===== src/rtl/cpu_pkg.sv =====
// Shared widths, the halt opcode and the fetch state encoding for the fetch stage.
package cpu_pkg;

  localparam int ADDR_W     = 5;
  localparam int INSTR_W    = 16;
  localparam int IMEM_DEPTH = 1 << ADDR_W;

  localparam logic [3:0] HALT_OP = 4'hF;

  typedef enum logic {
    RUN,
    HALTED
  } fetch_state_t;

  function automatic logic is_halt(input logic [INSTR_W-1:0] instr);
    return instr[INSTR_W-1 -: 4] == HALT_OP;
  endfunction

endpackage


===== src/rtl/fetch_imem.sv =====
// Instruction RAM: one synchronous read port, one write port, no reset.
module fetch_imem
  import cpu_pkg::*;
(
  input  logic               clk,
  input  logic               we,
  input  logic [ADDR_W-1:0]  waddr,
  input  logic [INSTR_W-1:0] wdata,
  input  logic [ADDR_W-1:0]  raddr,
  output logic [INSTR_W-1:0] rdata
);

  logic [INSTR_W-1:0] mem [IMEM_DEPTH];

  // Read and write share one edge; the non-blocking read returns the old word on a collision.
  always_ff @(posedge clk) begin
    if (we) begin
      mem[waddr] <= wdata;
    end
    rdata <= mem[raddr];
  end

endmodule


===== src/rtl/fetch_unit.sv =====
// Fetch stage: issues pc into the instruction RAM, buffers returns in an output
// register plus one skid entry, and steers the PC for stalls, halt and redirects.
module fetch_unit
  import cpu_pkg::*;
(
  input  logic               clk,
  input  logic               reset_n,
  input  logic [ADDR_W-1:0]  pc,
  output logic               pc_write,
  output logic [ADDR_W-1:0]  new_pc,
  input  logic               redirect_valid,
  input  logic [ADDR_W-1:0]  redirect_pc,
  input  logic               imem_we,
  input  logic [ADDR_W-1:0]  imem_waddr,
  input  logic [INSTR_W-1:0] imem_wdata,
  output logic               out_valid,
  input  logic               out_ready,
  output logic [INSTR_W-1:0] out_instr,
  output logic [ADDR_W-1:0]  out_pc,
  output logic               halted
);

  fetch_state_t state, state_next;

  logic               inflight_valid;
  logic [ADDR_W-1:0]  inflight_pc;
  logic               skid_valid;
  logic [INSTR_W-1:0] skid_instr;
  logic [ADDR_W-1:0]  skid_pc;
  logic [INSTR_W-1:0] rdata;

  logic issue;
  logic out_free;
  logic ret_halt;

  fetch_imem u_imem (
    .clk   (clk),
    .we    (imem_we),
    .waddr (imem_waddr),
    .wdata (imem_wdata),
    .raddr (pc),
    .rdata (rdata)
  );

  // Issue is withheld whenever a return could find both out and skid occupied.
  always_comb begin
    out_free   = !out_valid || out_ready;
    ret_halt   = inflight_valid && is_halt(rdata);
    issue      = (state == RUN) && !skid_valid && !redirect_valid &&
                 !(inflight_valid && out_valid && !out_ready);
    state_next = state;
    pc_write   = 1'b0;
    new_pc     = pc;

    if (redirect_valid) begin
      state_next = RUN;
      pc_write   = 1'b1;
      new_pc     = redirect_pc;
    end else begin
      if (ret_halt) begin
        state_next = HALTED;
      end
      if (!issue) begin
        pc_write = 1'b1;
      end
    end

    if (!reset_n) begin
      pc_write = 1'b0;
      new_pc   = '0;
    end
  end

  always_ff @(posedge clk or negedge reset_n) begin
    if (!reset_n) begin
      state <= RUN;
    end else begin
      state <= state_next;
    end
  end

  assign halted = (state == HALTED);

  // A return goes to out when it is free, else to skid; a full skid always refills out first.
  always_ff @(posedge clk or negedge reset_n) begin
    if (!reset_n) begin
      inflight_valid <= 1'b0;
      inflight_pc    <= '0;
      skid_valid     <= 1'b0;
      skid_instr     <= '0;
      skid_pc        <= '0;
      out_valid      <= 1'b0;
      out_instr      <= '0;
      out_pc         <= '0;
    end else if (redirect_valid) begin
      inflight_valid <= 1'b0;
      skid_valid     <= 1'b0;
      out_valid      <= 1'b0;
    end else begin
      inflight_valid <= issue && !ret_halt;
      if (issue) begin
        inflight_pc <= pc;
      end

      if (out_free) begin
        if (skid_valid) begin
          out_valid  <= 1'b1;
          out_instr  <= skid_instr;
          out_pc     <= skid_pc;
          skid_valid <= inflight_valid;
          if (inflight_valid) begin
            skid_instr <= rdata;
            skid_pc    <= inflight_pc;
          end
        end else if (inflight_valid) begin
          out_valid <= 1'b1;
          out_instr <= rdata;
          out_pc    <= inflight_pc;
        end else begin
          out_valid <= 1'b0;
        end
      end else if (inflight_valid) begin
        skid_valid <= 1'b1;
        skid_instr <= rdata;
        skid_pc    <= inflight_pc;
      end
    end
  end

endmodule


===== config.mk =====
export PLATFORM = sky130hd
export DESIGN_NAME = fetch_unit
export DESIGN_NICKNAME = d
export VERILOG_FILES = /design/src/rtl/cpu_pkg.sv /design/src/rtl/fetch_imem.sv /design/src/rtl/fetch_unit.sv
export SDC_FILE = /design/constraint.sdc
export NUM_CORES = 1
export LEC_CHECK = 0
export ABC_AREA = 1
export CAP_MARGIN = 20
export CORE_MARGIN = 3
export CORE_UTILIZATION = 35
export CTS_CLUSTER_SIZE = 28
export DETAILED_ROUTE_END_ITERATION = 12
export PLACE_DENSITY = 0.59
export SKIP_LAST_GASP = 1
export SLEW_MARGIN = 20
export SYNTH_ARGS = -nofsm -noshare
export SYNTH_HDL_FRONTEND = slang
export SYNTH_SLANG_ARGS = --single-unit

===== constraint.sdc =====
create_clock -name clk -period 2.1 [get_ports clk]
set_input_delay 0.63 -clock clk [delete_from_list [all_inputs] [get_ports clk]]
set_output_delay 0.63 -clock clk [all_outputs]
set_load 0.02 [all_outputs]

==> run_results.csv, run 1 <==
group,metric,value,unit
status,status,"complete, but fails checks",
status,violated_checks,"setup timing",
pwr,switching_power,5960,uW
routing,detailedRoute.firstPassIterationCount,5,
floorplanning,core_area,66000,um^2
routing,avgRoutedWirePerCell,19.3,um
synth,dominantRegCellSynth,"edfxtp_1",
layout,sequential_cell_area,17000,um^2
floorplanning,io_pins,65,
pwr,ir_drop,0.618,mV
global_route,first_global_vias,14800,
placement,numPlacedInstances,2991,
clock_network,clk_pin_slew,0.06,ns
setup_path,path_type_of_the_worst_setup_path,"in -> out",
setup_path,timing.rr.end,"skid_pc[3]",
synth,ys_seq_elements,579,
layout,post-route-util,42.0,%
clock_network,cts.sink_count,579,
timing,min_period,2.25,ns
floorplanning,die-area,70000,um^2
clock_network,cts_made_buffers,59,
clock_network,clock_insertion_delay_worst_skew,0.62,ns
setup_path,data_arrival_time_of_the_worst_path,1.62,ns
timing,maxSlewViolCount,0,
floorplanning,die_x,265,um
placement,dp.final_hpwl,36.8,mm
synth,yosysTopAreaCellShare,65.7,%
setup_path,reg2regPathDepth,7,
synth,yosysUniqueCellTypes,21,
pwr,cell_internal_pwr,19200,uW
synth,post-synth-top-area-cell,"edfxtp_1",
run,cap_viol_max_count,0,
setup_path,endpoint_kind,"output port",
synth,synth_enable_flop_cells,512,
synth,async_flop_share,8.81,%
synth,synth_cell_area,23400,um^2
routing,vias,15600,
layout,post_route_cells_drive_above_1_share,10.9,%
layout,multi_input_area,5550,um^2
clock_network,cts_max_path_buffers,3,
global_route,grt_antenna_before_repair,2,
routing,drt_antenna_net_count,0,
global_route,groute.usage.overall,17.0,%
timing,grt_setup_unrepaired,"true",
routing,drc_errors,0,
routing,avgViaCountPerCell,5.03,
timing,final_critical_path_setup_slack,-0.153,ns
pwr,switching_share,23.7,%
setup_path,crit_fanout,2,
timing,hold_violations,0,
synth,yosysMostFrequentCell,"nand2_1",
routing,route.final.wire_length,59.7,mm
synth,synth_warnings,0,
clock_network,ctsRootBufferMaster,"clkbuf_16",
clock_network,tritoncts,"built",
synth,post_synth_most_frequent_cells,"nand2_1 (788), edfxtp_1 (512), nand3_1 (397)",
pwr,p_comb_share,9.0,%
timing,setup_viol,1,
global_route,grt_remaining_overflow,0,
timing,clock_skew,0.0211,ns
pwr,seqPwrFrac,52.1,%
layout,synthToLayoutAreaGrowth,18.5,%
global_route,grt_max_degree,56,
routing,drtIter0Drc,1590,
floorplanning,num_rows,94,
floorplanning,chipHeight,265,um
synth,post_synth_inst_count,2047,
setup_path,worst_ep_required_time,1.47,ns
timing,slew-limit-headroom,67.4,%
pwr,total_power,25200,uW
placement,post-place-ws,-0.754,ns
setup_path,regToRegSetupSlack,0.57,ns
layout,layout.filler_cells,6136,
global_route,global_route_wire_length_before_repair,90.5,mm
timing,setup-tns-final,-0.153,ns
clock_network,cts-hold-fix-buffers,0,
pwr,power_leakage,0.0106,uW
setup_path,rr_startpoint,"out_valid",
synth,synthesis.area_per_instance,11.4,um^2
synth,synth_seq_area_share,72.6,%
placement,finalWeightedCongestion,0.843,
timing,min_period_over_period,107,%
floorplanning,initial_standard_cell_utilization_of_the_core,35.4,%
synth,syn_nets,2083,
worst_hold_path,hold_path_class,"in -> async",
layout,final_cell_count_no_fill,3097,
layout,number_of_antenna_cells_inserted,0,
pwr,pwr-share-clk,38.9,%
layout,nNetsFinal,2227,
clock_network,ctsHtreeMaxLevel,2,
pwr,cell_area_power_density,908,nW/um^2
setup_path,timing.critical_path.from_type,"input pin",
placement,io_buffers,64,
timing,max_slew.worst_pin.slew,0.489,ns
timing,max_clock_freq,444,MHz
synth,synth.top_cells.by_area,"edfxtp_1 (66%), nand2_1 (13%), nand3_1 (8.5%)",
layer usage:
| layer | GRT usage [%] | wire (um) | part of all wire, % |
|---|---|---|---|
| met2 | 26.2 | 27000 | 45 |
| met3 | 2.86 | 4050 | 6.8 |
| met5 | 0 | 32 | 0.054 |
| met4 | 6.40 | 1970 | 3.3 |
| met1 | 24.2 | 26600 | 45 |
worst max-delay path: stages:
cell             delay (ns)
clkdlybuf4s50_1        0.41
nor2_2                 0.10
inv_1                  0.07
o21ai_2                0.14
and2_4                 0.17
buf_6                  0.11
worst max path at each step:
| stage | cells after the start | to | slack (ns) | start |
|---|---|---|---|---|
| 2_1_floorplan | 4 | new_pc[3] | 0.005 | pc[3] |
| 3_3_place_gp | 6 | pc_write | -0.73 | out_ready |
| 3_5_place_dp | 6 | pc_write | -0.75 | out_ready |
| 4_1_cts | 6 | pc_write | -0.18 | out_ready |
| 5_1_grt | 6 | pc_write | -0.23 | out_valid |
| 6_report | 6 | pc_write | -0.15 | out_ready |
logic make-up (layout without fill, tap and decap cells):
logic type             Yosys count  after routing  share of synthesized area (%)
DFF                            579            579                           72.6
buffers and inverters          160            346                           3.82
and+or+nand+nor               1223           1223                           21.8
AOI/OAI and AO/OA               85             85                           1.84
per-stage QoR:
stage          area [um^2]  hold slack (ns)
2_1_floorplan        23400            0.334
3_3_place_gp         25900            0.461
3_5_place_dp         25900            0.469
4_1_cts              27700           0.0314
5_1_grt              27700           0.0670
6_report             27700           0.0688
power by group through the flow:
stage               Clock (uW)  Sequential (uW)  Combinational (uW)
finish                    9790            13100                2260
global route             10500            13200                2500
CTS                       9980            13100                2260
detailed placement           0            13400                2330
global placement             0            13300                2290
floorplan                    0            13400                1090
placed cells by master, fill, tap and decap left out, types with 26 or more instances in the layout:
cell type	instances
edfxtp_1	512
dfrtp_1	51
inv_1	31
dlygate4sd2_1	26
buf_12	40
clkdlybuf4s50_1	26
o21ai_0	73
clkbuf_16	60
nand2_1	788
nor2_1	34
buf_4	108
nand3_1	397
flip-flops by register name (all words and copies together) (netlist names), 5 cells and up:
register,cells
out_instr,16
inflight_pc,5
skid_pc,5
u_imem.rdata,16
u_imem.mem,512
skid_instr,16
out_pc,5
cell type report:
cell class,count,share of cell area (%)
clock inverter,28,0.808
sequential,579,61.3
inverter,37,0.555
timing repair buffer,206,7.79
tap,864,3.90
multi-input combinational,1308,20.0
clock buffer,75,5.66
what timing repair did:
| item | 4_1_cts | 5_1_grt |
|---|---|---|
| resized for setup | 61 | 11 |
| endpoints found under the setup margin | 29 | 5 |
| pin swaps | 0 | 4 |
| buffers inserted | 1 | 2 |
Note: power is estimated with default switching activity, not from simulation.
==> run 2: changes to the inputs <==
--- a/config.mk
+++ b/config.mk
@@ -9,6 +9,7 @@
 export CAP_MARGIN = 20
 export CORE_MARGIN = 3
 export CORE_UTILIZATION = 35
+export CTS_BUF_LIST = sky130_fd_sc_hd__clkbuf_4
 export CTS_CLUSTER_SIZE = 28
 export DETAILED_ROUTE_END_ITERATION = 12
 export PLACE_DENSITY = 0.59
==> run_results.csv, run 2 (synthesized netlist as in run 1, its figures left out) <==
group,metric,value,unit
layout,layout.filler_cells,6202,
global_route,grt_remaining_overflow,0,
floorplanning,chipHeight,265,um
pwr,p_comb_share,9.9,%
global_route,global_route_wire_length_before_repair,93.0,mm
setup_path,endpoint_kind,"output port",
pwr,cell_internal_pwr,19000,uW
layout,nNetsFinal,2342,
timing,slew-limit-headroom,68.4,%
floorplanning,core_area,66000,um^2
floorplanning,num_rows,94,
pwr,switching_share,24.5,%
clock_network,clk_pin_slew,0.06,ns
status,violated_checks,"setup timing",
timing,min_period_over_period,119,%
setup_path,rr_startpoint,"out_valid",
timing,final_critical_path_setup_slack,-0.409,ns
global_route,first_global_vias,15600,
layout,mostFrequentLayoutCells,"nand2_1 (788), edfxtp_1 (512), nand3_1 (397)",
routing,avgViaCountPerCell,4.91,
setup_path,crit_fanout,2,
timing,grt_setup_unrepaired,"true",
pwr,total_power,25200,uW
setup_path,path_type_of_the_worst_setup_path,"reg -> out",
layout,finish.instance_area,28000,um^2
timing,setup_viol,3,
pwr,seqPwrFrac,52.1,%
timing,fin_worst_hold_slack,0.290,ns
routing,drc_errors,0,
placement,dp.final_hpwl,36.8,mm
routing,avgRoutedWirePerCell,18.7,um
timing,clock_skew,0.0513,ns
timing,min_period,2.51,ns
floorplanning,die-area,70000,um^2
worst_hold_path,hold_start,"pc[0]",
pwr,pwr-share-clk,37.9,%
routing,route.final.wire_length,61.2,mm
clock_network,ctsRootBufferMaster,"clkbuf_4",
routing,detailedRoute.firstPassIterationCount,6,
global_route,use_met2,27.5,%
setup_path,worst_ep_required_time,1.47,ns
timing,max_slew.worst_pin.slew,0.475,ns
routing,vias,16100,
pwr,switching_power,6170,uW
floorplanning,initial_standard_cell_utilization_of_the_core,35.4,%
global_route,groute.layer.met1.usage,24.0,%
clock_network,clock_insertion_delay_worst_skew,0.93,ns
global_route,global_routing_s_busiest_layer,"met2",
clock_network,cts.sink_count,579,
global_route,grt_antenna_before_repair,3,
global_route,grtUsageMet3,4.03,%
placement,detailed_place.area,25900,um^2
setup_path,regToRegSetupSlack,0.67,ns
timing,maxSlewViolCount,0,
pwr,ir_drop,0.498,mV
layout,regMostFlops,"u_imem.mem",
placement,finalWeightedCongestion,0.843,
worst_hold_path,hold_path_class,"in -> reg",
layout,synthToLayoutAreaGrowth,19.9,%
clock_network,cts_made_buffers,148,
pwr,cell_area_power_density,898,nW/um^2
placement,post-place-ws,-0.754,ns
floorplanning,io_pins,65,
floorplanning,die_x,265,um
layout,post-route-util,42.5,%
status,status,"complete, but fails checks",
setup_path,timing.rr.end,"skid_pc[3]",
run,cap_viol_max_count,0,
global_route,grt_max_degree,56,
clock_network,cts_max_path_buffers,3,
layout,post_route_cells_drive_above_1_share,18.4,%
routing,drtIter0Drc,1518,
pwr,power_leakage,0.0109,uW
worst_hold_path,hold_path_end,"inflight_pc[0]",
placement,io_buffers,64,
setup_path,data_arrival_time_of_the_worst_path,1.88,ns
layout,flip_flop_count_of_the_largest_register_after_layout,512,
clock_network,tritoncts,"built",
setup_path,reg2regPathDepth,6,
global_route,groute.usage.overall,17.6,%
worst_hold_path,min_path_cells,4,
layout,layout_commonest_cell,"nand2_1",
clock_network,ctsHtreeMaxLevel,4,
timing,hold_violations,0,
routing,drt_antenna_net_count,0,
setup_path,timing.critical_path.from_type,"flop",
timing,max_clock_freq,399,MHz
[run 2: changes by cell type in the layout (fill, tap and decap cells not counted), moves of 3 or more]
cell / delta
diode_2: +6
clkinv_2: -6
inv_2: +5
buf_4: +22
clkbuf_4: +213
dlygate4sd2_1: -24
clkbuf_16: -60
clkinvlp_4: +3
clkbuf_1: -14
buf_2: +3
clkinv_1: +12
buf_6: +23
[run 2: worst max path at each step]
stage	startpoint	to	slack, ns	depth (start not counted)
final	out_valid	pc_write	-0.41	6
after floorplan	pc[3]	new_pc[3]	0.005	4
after detailed placement	out_ready	pc_write	-0.75	6
after CTS	out_valid	pc_write	-0.57	6
after global placement	out_ready	pc_write	-0.73	6
after global routing	out_valid	pc_write	-0.60	6
[run 2: power groups by stage]
stage / sequential (uW) / combinational, uW / clock, uW
2_1_floorplan: 13400 / 1090 / 0
3_3_place_gp: 13300 / 2290 / 0
3_5_place_dp: 13400 / 2330 / 0
4_1_cts: 13100 / 2470 / 9860
5_1_grt: 13200 / 2750 / 10500
6_report: 13100 / 2500 / 9550
[run 2: per-layer routing]
| metal | vias up | part of all wire (%) |
|---|---|---|
| met1 | 7749 | 44 |
| met5 | - | 0 |
| met2 | 595 | 47 |
| met3 | 70 | 7.2 |
| met4 | 0 | 1.8 |
| li1 | 7677 | - |
[run 2: through the flow]
step	setup TNS [ns]	instances
3_3_place_gp	-83.80	2991
4_1_cts	-3.45	3264
5_1_grt	-2.77	3276
6_report	-0.505	3277
3_5_place_dp	-93.30	2991
2_1_floorplan	0	2047
[run 2: critical path, stage by stage, from the launching register on]
cell and delay, ns:
dfrtp_1 0.34, inv_1 0.05, nor2_2 0.11, inv_2 0.05, o21ai_2 0.15, and2_4 0.16, buf_6 0.11
[run 2: area by class of cell]
class                           count  area (um^2)  share of cell area, %
Sequential cell                   579        17000                   60.5
Multi-Input combinational cell   1308         5550                   19.8
Timing Repair Buffer              232         2410                   8.59
Clock buffer                      213         1600                   5.70
Tap cell                          864         1080                   3.85
Clock inverter                     38          265                  0.946
Inverter                           37          151                  0.540
Antenna cell                        6         15.0                 0.0535
[run 2: timing repair]
| item | CTS | global route |
|---|---|---|
| hold buffers | 2 | 0 |
| buffers inserted | 20 | 7 |
| endpoints found under the setup margin | 29 | 28 |
| hold endpoints to repair | 53 | 0 |
| pin swaps | 1 | 3 |
| gates resized for setup | 180 | 11 |
